`src/rtl/bus_arbiter_pkg.sv`:
```
// Shared definitions for the two-master bus arbiter: widths, master count and
// FSM state encoding.
package bus_arbiter_pkg;

  localparam int unsigned ADDR_W    = 32;
  localparam int unsigned DATA_W    = 32;
  localparam int unsigned N_MASTERS = 2;
  localparam int unsigned CNT_W     = 4;

  typedef enum logic [1:0] {
    IDLE   = 2'd0,
    ACCESS = 2'd1,
    RESP   = 2'd2
  } state_t;

endpackage

```
`src/rtl/bus_arbiter_if.sv`:
```
// Master-side request/response signals plus the shared-bus side of the arbiter.
// The slave modport is the arbiter's view; master is the view of whoever drives it.
interface bus_arbiter_if;
  import bus_arbiter_pkg::*;

  logic              m0_req;
  logic              m1_req;
  logic              m0_wr;
  logic              m1_wr;
  logic [ADDR_W-1:0] m0_addr;
  logic [ADDR_W-1:0] m1_addr;
  logic [DATA_W-1:0] m0_wdata;
  logic [DATA_W-1:0] m1_wdata;
  logic              m0_ack;
  logic              m1_ack;
  logic [DATA_W-1:0] m0_rdata;
  logic [DATA_W-1:0] m1_rdata;
  logic              m0_gnt;
  logic              m1_gnt;
  logic              bus_rd_en;
  logic              bus_wr_en;
  logic [ADDR_W-1:0] bus_addr;
  logic [DATA_W-1:0] bus_wdata;
  logic [DATA_W-1:0] bus_rdata;

  modport slave (
    input  m0_req, m1_req, m0_wr, m1_wr, m0_addr, m1_addr, m0_wdata, m1_wdata,
    input  bus_rdata,
    output m0_ack, m1_ack, m0_rdata, m1_rdata, m0_gnt, m1_gnt,
    output bus_rd_en, bus_wr_en, bus_addr, bus_wdata
  );

  modport master (
    output m0_req, m1_req, m0_wr, m1_wr, m0_addr, m1_addr, m0_wdata, m1_wdata,
    output bus_rdata,
    input  m0_ack, m1_ack, m0_rdata, m1_rdata, m0_gnt, m1_gnt,
    input  bus_rd_en, bus_wr_en, bus_addr, bus_wdata
  );

endinterface

```
`src/rtl/bus_arbiter_rr_select2.sv`:
```
// Combinational two-way round-robin pick. On a tie the master that did not
// own the bus last time wins.
module rr_select2 (
  input  logic [1:0] req,
  input  logic       last,
  output logic       winner,
  output logic       valid
);

  always_comb begin
    valid  = |req;
    winner = 1'b0;
    unique case (req)
      2'b01:   winner = 1'b0;
      2'b10:   winner = 1'b1;
      2'b11:   winner = ~last;
      default: winner = 1'b0;
    endcase
  end

endmodule

```
`src/rtl/bus_arbiter.sv`:
```
// Two-master round-robin bus arbiter: serialises accesses, holds strobes for
// LATENCY cycles, captures read data and returns a one-cycle ack.
module bus_arbiter
  import bus_arbiter_pkg::*;
#(
  parameter int unsigned LATENCY = 1
) (
  input logic           clk,
  input logic           rst,
  bus_arbiter_if.slave  bus
);

  localparam logic [CNT_W-1:0] CNT_LOAD = CNT_W'(LATENCY - 1);

  state_t                 state_q, state_d;
  logic [CNT_W-1:0]       count_q, count_d;
  logic                   owner_q, owner_d;
  logic                   last_q, last_d;
  logic                   wr_q, wr_d;
  logic                   rd_en_q, rd_en_d;
  logic                   wr_en_q, wr_en_d;
  logic [N_MASTERS-1:0]   gnt_q, gnt_d;
  logic [N_MASTERS-1:0]   ack_q, ack_d;
  logic [ADDR_W-1:0]      addr_q, addr_d;
  logic [DATA_W-1:0]      wdata_q, wdata_d;
  logic [DATA_W-1:0]      rdata0_q, rdata0_d;
  logic [DATA_W-1:0]      rdata1_q, rdata1_d;

  logic                   pick;
  logic                   pick_valid;
  logic                   sel_wr;
  logic [ADDR_W-1:0]      sel_addr;
  logic [DATA_W-1:0]      sel_wdata;

  rr_select2 u_sel (
    .req    ({bus.m1_req, bus.m0_req}),
    .last   (last_q),
    .winner (pick),
    .valid  (pick_valid)
  );

  assign sel_wr    = pick ? bus.m1_wr    : bus.m0_wr;
  assign sel_addr  = pick ? bus.m1_addr  : bus.m0_addr;
  assign sel_wdata = pick ? bus.m1_wdata : bus.m0_wdata;

  always_ff @(posedge clk or posedge rst) begin
    if (rst) begin
      state_q  <= IDLE;
      count_q  <= '0;
      owner_q  <= 1'b0;
      last_q   <= 1'b1;
      wr_q     <= 1'b0;
      rd_en_q  <= 1'b0;
      wr_en_q  <= 1'b0;
      gnt_q    <= '0;
      ack_q    <= '0;
      addr_q   <= '0;
      wdata_q  <= '0;
      rdata0_q <= '0;
      rdata1_q <= '0;
    end else begin
      state_q  <= state_d;
      count_q  <= count_d;
      owner_q  <= owner_d;
      last_q   <= last_d;
      wr_q     <= wr_d;
      rd_en_q  <= rd_en_d;
      wr_en_q  <= wr_en_d;
      gnt_q    <= gnt_d;
      ack_q    <= ack_d;
      addr_q   <= addr_d;
      wdata_q  <= wdata_d;
      rdata0_q <= rdata0_d;
      rdata1_q <= rdata1_d;
    end
  end

  // Every output is computed one cycle ahead so the bus side comes straight
  // from flops; the ACCESS->RESP transition therefore also loads ack/data.
  always_comb begin
    state_d  = state_q;
    count_d  = count_q;
    owner_d  = owner_q;
    last_d   = last_q;
    wr_d     = wr_q;
    rd_en_d  = rd_en_q;
    wr_en_d  = wr_en_q;
    gnt_d    = gnt_q;
    ack_d    = '0;
    addr_d   = addr_q;
    wdata_d  = wdata_q;
    rdata0_d = rdata0_q;
    rdata1_d = rdata1_q;

    unique case (state_q)
      IDLE: begin
        rdata0_d = '0;
        rdata1_d = '0;
        if (pick_valid) begin
          owner_d = pick;
          wr_d    = sel_wr;
          addr_d  = sel_addr;
          wdata_d = sel_wdata;
          gnt_d   = pick ? 2'b10 : 2'b01;
          rd_en_d = ~sel_wr;
          wr_en_d = sel_wr;
          count_d = CNT_LOAD;
          state_d = ACCESS;
        end
      end
      ACCESS: begin
        if (count_q == '0) begin
          rd_en_d        = 1'b0;
          wr_en_d        = 1'b0;
          ack_d[owner_q] = 1'b1;
          if (owner_q) rdata1_d = wr_q ? '0 : bus.bus_rdata;
          else         rdata0_d = wr_q ? '0 : bus.bus_rdata;
          state_d = RESP;
        end else begin
          count_d = count_q - 1'b1;
        end
      end
      RESP: begin
        gnt_d   = '0;
        last_d  = owner_q;
        state_d = IDLE;
      end
      default: state_d = IDLE;
    endcase
  end

  assign bus.m0_ack    = ack_q[0];
  assign bus.m1_ack    = ack_q[1];
  assign bus.m0_gnt    = gnt_q[0];
  assign bus.m1_gnt    = gnt_q[1];
  assign bus.m0_rdata  = rdata0_q;
  assign bus.m1_rdata  = rdata1_q;
  assign bus.bus_rd_en = rd_en_q;
  assign bus.bus_wr_en = wr_en_q;
  assign bus.bus_addr  = addr_q;
  assign bus.bus_wdata = wdata_q;

endmodule

```
`src/flat_wrapper.sv`:
```
// flat-port wrapper written by rule: the top's interface ports become plain ports
module bus_arbiter_flat import bus_arbiter_pkg::*;
#(
  parameter int unsigned LATENCY = 1
)
  (clk, rst, bus_m0_req, bus_m1_req, bus_m0_wr, bus_m1_wr, bus_m0_addr, bus_m1_addr, bus_m0_wdata, bus_m1_wdata, bus_bus_rdata, bus_m0_ack, bus_m1_ack, bus_m0_rdata, bus_m1_rdata, bus_m0_gnt, bus_m1_gnt, bus_bus_rd_en, bus_bus_wr_en, bus_bus_addr, bus_bus_wdata);
  bus_arbiter_if bus_i ();
  input logic clk;
  input logic rst;
  input wire logic [$bits(bus_i.m0_req)-1:0] bus_m0_req;
  input wire logic [$bits(bus_i.m1_req)-1:0] bus_m1_req;
  input wire logic [$bits(bus_i.m0_wr)-1:0] bus_m0_wr;
  input wire logic [$bits(bus_i.m1_wr)-1:0] bus_m1_wr;
  input wire logic [$bits(bus_i.m0_addr)-1:0] bus_m0_addr;
  input wire logic [$bits(bus_i.m1_addr)-1:0] bus_m1_addr;
  input wire logic [$bits(bus_i.m0_wdata)-1:0] bus_m0_wdata;
  input wire logic [$bits(bus_i.m1_wdata)-1:0] bus_m1_wdata;
  input wire logic [$bits(bus_i.bus_rdata)-1:0] bus_bus_rdata;
  output wire logic [$bits(bus_i.m0_ack)-1:0] bus_m0_ack;
  output wire logic [$bits(bus_i.m1_ack)-1:0] bus_m1_ack;
  output wire logic [$bits(bus_i.m0_rdata)-1:0] bus_m0_rdata;
  output wire logic [$bits(bus_i.m1_rdata)-1:0] bus_m1_rdata;
  output wire logic [$bits(bus_i.m0_gnt)-1:0] bus_m0_gnt;
  output wire logic [$bits(bus_i.m1_gnt)-1:0] bus_m1_gnt;
  output wire logic [$bits(bus_i.bus_rd_en)-1:0] bus_bus_rd_en;
  output wire logic [$bits(bus_i.bus_wr_en)-1:0] bus_bus_wr_en;
  output wire logic [$bits(bus_i.bus_addr)-1:0] bus_bus_addr;
  output wire logic [$bits(bus_i.bus_wdata)-1:0] bus_bus_wdata;
  assign bus_i.m0_req = bus_m0_req;
  assign bus_i.m1_req = bus_m1_req;
  assign bus_i.m0_wr = bus_m0_wr;
  assign bus_i.m1_wr = bus_m1_wr;
  assign bus_i.m0_addr = bus_m0_addr;
  assign bus_i.m1_addr = bus_m1_addr;
  assign bus_i.m0_wdata = bus_m0_wdata;
  assign bus_i.m1_wdata = bus_m1_wdata;
  assign bus_i.bus_rdata = bus_bus_rdata;
  assign bus_m0_ack = bus_i.m0_ack;
  assign bus_m1_ack = bus_i.m1_ack;
  assign bus_m0_rdata = bus_i.m0_rdata;
  assign bus_m1_rdata = bus_i.m1_rdata;
  assign bus_m0_gnt = bus_i.m0_gnt;
  assign bus_m1_gnt = bus_i.m1_gnt;
  assign bus_bus_rd_en = bus_i.bus_rd_en;
  assign bus_bus_wr_en = bus_i.bus_wr_en;
  assign bus_bus_addr = bus_i.bus_addr;
  assign bus_bus_wdata = bus_i.bus_wdata;
  bus_arbiter #(.LATENCY(LATENCY)) u_core (.clk(clk), .rst(rst), .bus(bus_i));
endmodule
```
`config.mk`:
```
export PLATFORM = sky130hd
export DESIGN_NAME = bus_arbiter_flat
export DESIGN_NICKNAME = d
export VERILOG_FILES = /design/src/rtl/bus_arbiter_pkg.sv /design/src/rtl/bus_arbiter_if.sv /design/src/rtl/bus_arbiter_rr_select2.sv /design/src/rtl/bus_arbiter.sv /design/src/flat_wrapper.sv
export SDC_FILE = /design/constraint.sdc
export NUM_CORES = 1
export LEC_CHECK = 0
export ABC_AREA = 1
export CAP_MARGIN = 20
export CORE_MARGIN = 1.5
export CORE_UTILIZATION = 44
export CTS_CLUSTER_SIZE = 40
export DETAILED_ROUTE_END_ITERATION = 10
export PLACE_DENSITY = 0.83
export SKIP_LAST_GASP = 1
export SLEW_MARGIN = 0
export SYNTH_ARGS = -nofsm -noshare
export SYNTH_HDL_FRONTEND = slang
export SYNTH_SLANG_ARGS = --single-unit
export TNS_END_PERCENT = 20
```
`constraint.sdc`:
```
create_clock -name clk -period 9.46 [get_ports clk]
set_clock_uncertainty 0.2 [all_clocks]
set_input_delay 1.419 -clock clk [delete_from_list [all_inputs] [get_ports clk]]
set_output_delay 1.419 -clock clk [all_outputs]
set_load 0.02 [all_outputs]
```
==> impl_metrics.csv <==
group,metric,value,unit
run_status,outcome,"finished, final reports clean",
clock_network,cts_buffers,17,
timing,worst_pin_slew,921,ps
timing,fin_tns_setup,0,ps
logic_synthesis,syn_nets,938,
clock_network,insertion_delay,400,ps
detailed_routing,first_pass_iters,5,
timing,drv_slew,0,
run,cap_violations,0,
global_route,grt_overflow,0,
global_route,grt_max_degree,74,
setup_path,required,9600,ps
setup_path,path_depth,7,
pwr,cellPowerDensity,372,mW/mm^2
global_route,grt_usage,27.7,%
timing,rsz0062_at_grt,"no",
logic_synthesis,synth_top_cell_by_area,"dfrtp_1",
die,dieWidth,122,um
logic_synthesis,ys_seq_elements,143,
placement,placed_cell_area,0.00930,mm^2
global_route,first_global_vias,6298,
setup_path,critical-path-slowest-cell,"clkdlybuf4s50_1",
setup_path,crit_arrival,3420,ps
logic_synthesis,yosys.area.top_type_share,56.9,%
setup_path,max_stage_delay,550,ps
die,core,0.0139,mm^2
logic_synthesis,ys_warn_count,0,
setup_path,path_max_fanout,73,
detailed_routing,detail_route.drc_violations,0,
die,ios,300,
finish,drive_above_1_share,4.97,%
clock_network,cts_tree,"done",
setup_path,crit_path_end_kind,"flop",
setup_path,crit_chain,"clkdlybuf4s50_1 > o21ai_4 > buf_4 > nor2_4 > buf_4 > nand2_1 > nand3_1",
timing,period_minus_slack,3280,ps
detailed_routing,drtIter0Drc,560,
setup_path,crit_type,"in -> reg",
pwr,p_total,3.71,mW
global_route,antenna_found_initial,0,
finish,final_area,0.00998,mm^2
die,rows,43,
clock_network,cts_buffer_depth,2,
logic_synthesis,synth_cells,771,
clock_network,cts.sink_count,143,
finish,syn_to_final_growth,59.8,%
setup_path,path_buf_inv,3,
finish,n_antenna_cell,0,
setup_path,critPathMostFrequentCell,"buf_4",
detailed_routing,num_vias,6290,
clock_network,post_cts_buffers,0,
placement,dp_hpwl,13700,um
clock_network,cts_resized,0,
clock_network,path_clk_slew,60,ps
logic_synthesis,synth_cell_type_count,20,
finish,fillers,1093,
finish,nets,1222,
timing,whs,286,ps
logic_synthesis,ys_seq_area_share,57.3,%
timing,post-route-period-util,34.7,%
pwr,total_leakage_power,4.76,nW
detailed_routing,wirelength,20300,um
timing,fmax,0.304,GHz
logic_synthesis,synth_area,0.00624,mm^2
placement,place_ws,5800,ps
clock_network,cts.htree.levels,4,
detailed_routing,ant_nets,0,
timing,slew_headroom,38.6,%
clock_network,cts_root_buf,"clkbuf_16",
timing,hold_viol_final,0,
clock_network,ctsHoldBuffers,0,
die,initial_utilization,45.0,%
logic_synthesis,avgSynthCellArea,8.10,um^2
min_path,hold_class,"reg -> reg",
global_route,grt_pass1_wl,31600,um
pwr,ir_drop,0.000216,V
die,dieHeight,122,um
placement,routabilityCongestion,0.814,
logic_synthesis,synthTopCellsByArea,"dfrtp_1 (57%), nand2_1 (23%), nand3_1 (11%)",
placement,io_buffer_count,299,
min_path,worstHoldPathCells,2,
setup_path,reg2reg_depth,7,
timing,fin_ws,6180,ps
timing,finalSetupViolations,0,
detailed_routing,post_drt_wl_per_cell,16.3,um
setup_path,start_kind,"input pin",
die,dieArea,0.0149,mm^2
detailed_routing,vias_per_cell,5.04,
setup_path,crit_family,"buffers and inverters",
==> state kept, by name, summed over array words and instances, names as in the netlist <==
signal                flops
u_core.owner_q            1
u_core.bus.bus_wdata     32
u_core.ack_q              2
u_core.bus.bus_addr      32
u_core.bus.m0_rdata      32
u_core.wr_q               1
u_core.count_q            4
u_core.gnt_q              2
u_core.bus.bus_rd_en      1
u_core.bus.m1_rdata      32
u_core.bus.bus_wr_en      1
u_core.state_q            2
u_core.last_q             1
==> power by group <==
group	switching [mW]	leakage, nW	internal [mW]
logic	1.15	2.64	0.795
clock network	0.254	0.293	0.435
registers	0.167	1.83	0.907
total	1.57	4.76	2.14
==> worst min-delay path: cells and delay by family, from the launching register on <==
kind / cells / cell delay (ps)
flops: 1 / 350
simple gates: 2 / 110
==> Yosys cell counts <==
cell type	instances
a21oi_1	1
buf_1	6
buf_2	19
buf_4	12
clkbuf_1	8
dfrtp_1	142
dfstp_2	1
ha_1	1
inv_1	12
inv_2	4
nand2_1	376
nand3_1	133
nand4_1	2
nand4_2	2
nor2_1	41
nor2_2	1
nor2_4	2
o21ai_0	5
o21ai_1	2
o21ai_4	1
==> layer usage <==
metal | up-vias | GRT usage, % | part of all wire, %
met5 | - | 0 | 0
met4 | 0 | 9.16 | 2.0
met3 | 27 | 9.50 | 9.6
met2 | 289 | 47.3 | 50
met1 | 2980 | 32.6 | 38
li1 | 2994 | - | -
==> cells in the final DEF, fill, tap and decap left out, types with 4 or more instances in the layout <==
master / netlist / routed
inv_1: 12 / 11
clkdlybuf4s50_1: 0 / 299
dfrtp_1: 142 / 142
clkbuf_16: 0 / 17
nand3_1: 133 / 133
buf_4: 12 / 8
nor2_1: 41 / 40
inv_2: 4 / 4
o21ai_0: 5 / 5
nand2_1: 376 / 376
==> per-stage QoR <==
stage,util (%),instances
final,71.9,1247
after global routing,71.9,1247
after global placement,67.0,1213
after floorplan,-,771
after detailed placement,67.0,1213
after CTS,71.3,1244
==> logic make-up (layout without fill, tap and decap cells) <==
kind of cell	Yosys count	count (layout)	synth area share, %
adder cells (fa/ha/maj)	1	1	0.200
AO/OA/AOI/OAI	9	9	0.902
flip-flops	143	143	57.3
buffers and inverters	61	357	4.77
AND/OR/NAND/NOR	557	557	36.8
==> final timing paths <==
check	end	from	slack, ps
max	u_core.bus.bus_addr[11]$_DFFE_PP0P_	bus_m1_req	6180
min	u_core.bus.bus_wr_en$_DFFE_PP0P_	u_core.bus.bus_wr_en$_DFFE_PP0P_	290
max reg2reg	u_core.bus.bus_addr[11]$_DFFE_PP0P_	u_core.state_q[0]$_DFFE_PP0P_	6990
min reg2reg	u_core.bus.bus_wr_en$_DFFE_PP0P_	u_core.bus.bus_wr_en$_DFFE_PP0P_	290
max in group asynchronous	u_core.ack_q[1]$_DFF_PP0_	rst	6370
min in group asynchronous	u_core.bus.bus_addr[2]$_DFFE_PP0P_	rst	1310
==> area by class of cell <==
type / count / area (um^2) / share of cell area, %
tap: 180 / 225 / 2.26
sequential: 143 / 3580 / 35.9
clock inverter: 9 / 133 / 1.33
inverter: 16 / 65.1 / 0.652
timing repair buffer: 310 / 3130 / 31.3
clock buffer: 22 / 474 / 4.75
multi-input combinational: 567 / 2370 / 23.8
Power figures use the tool's default switching activity.
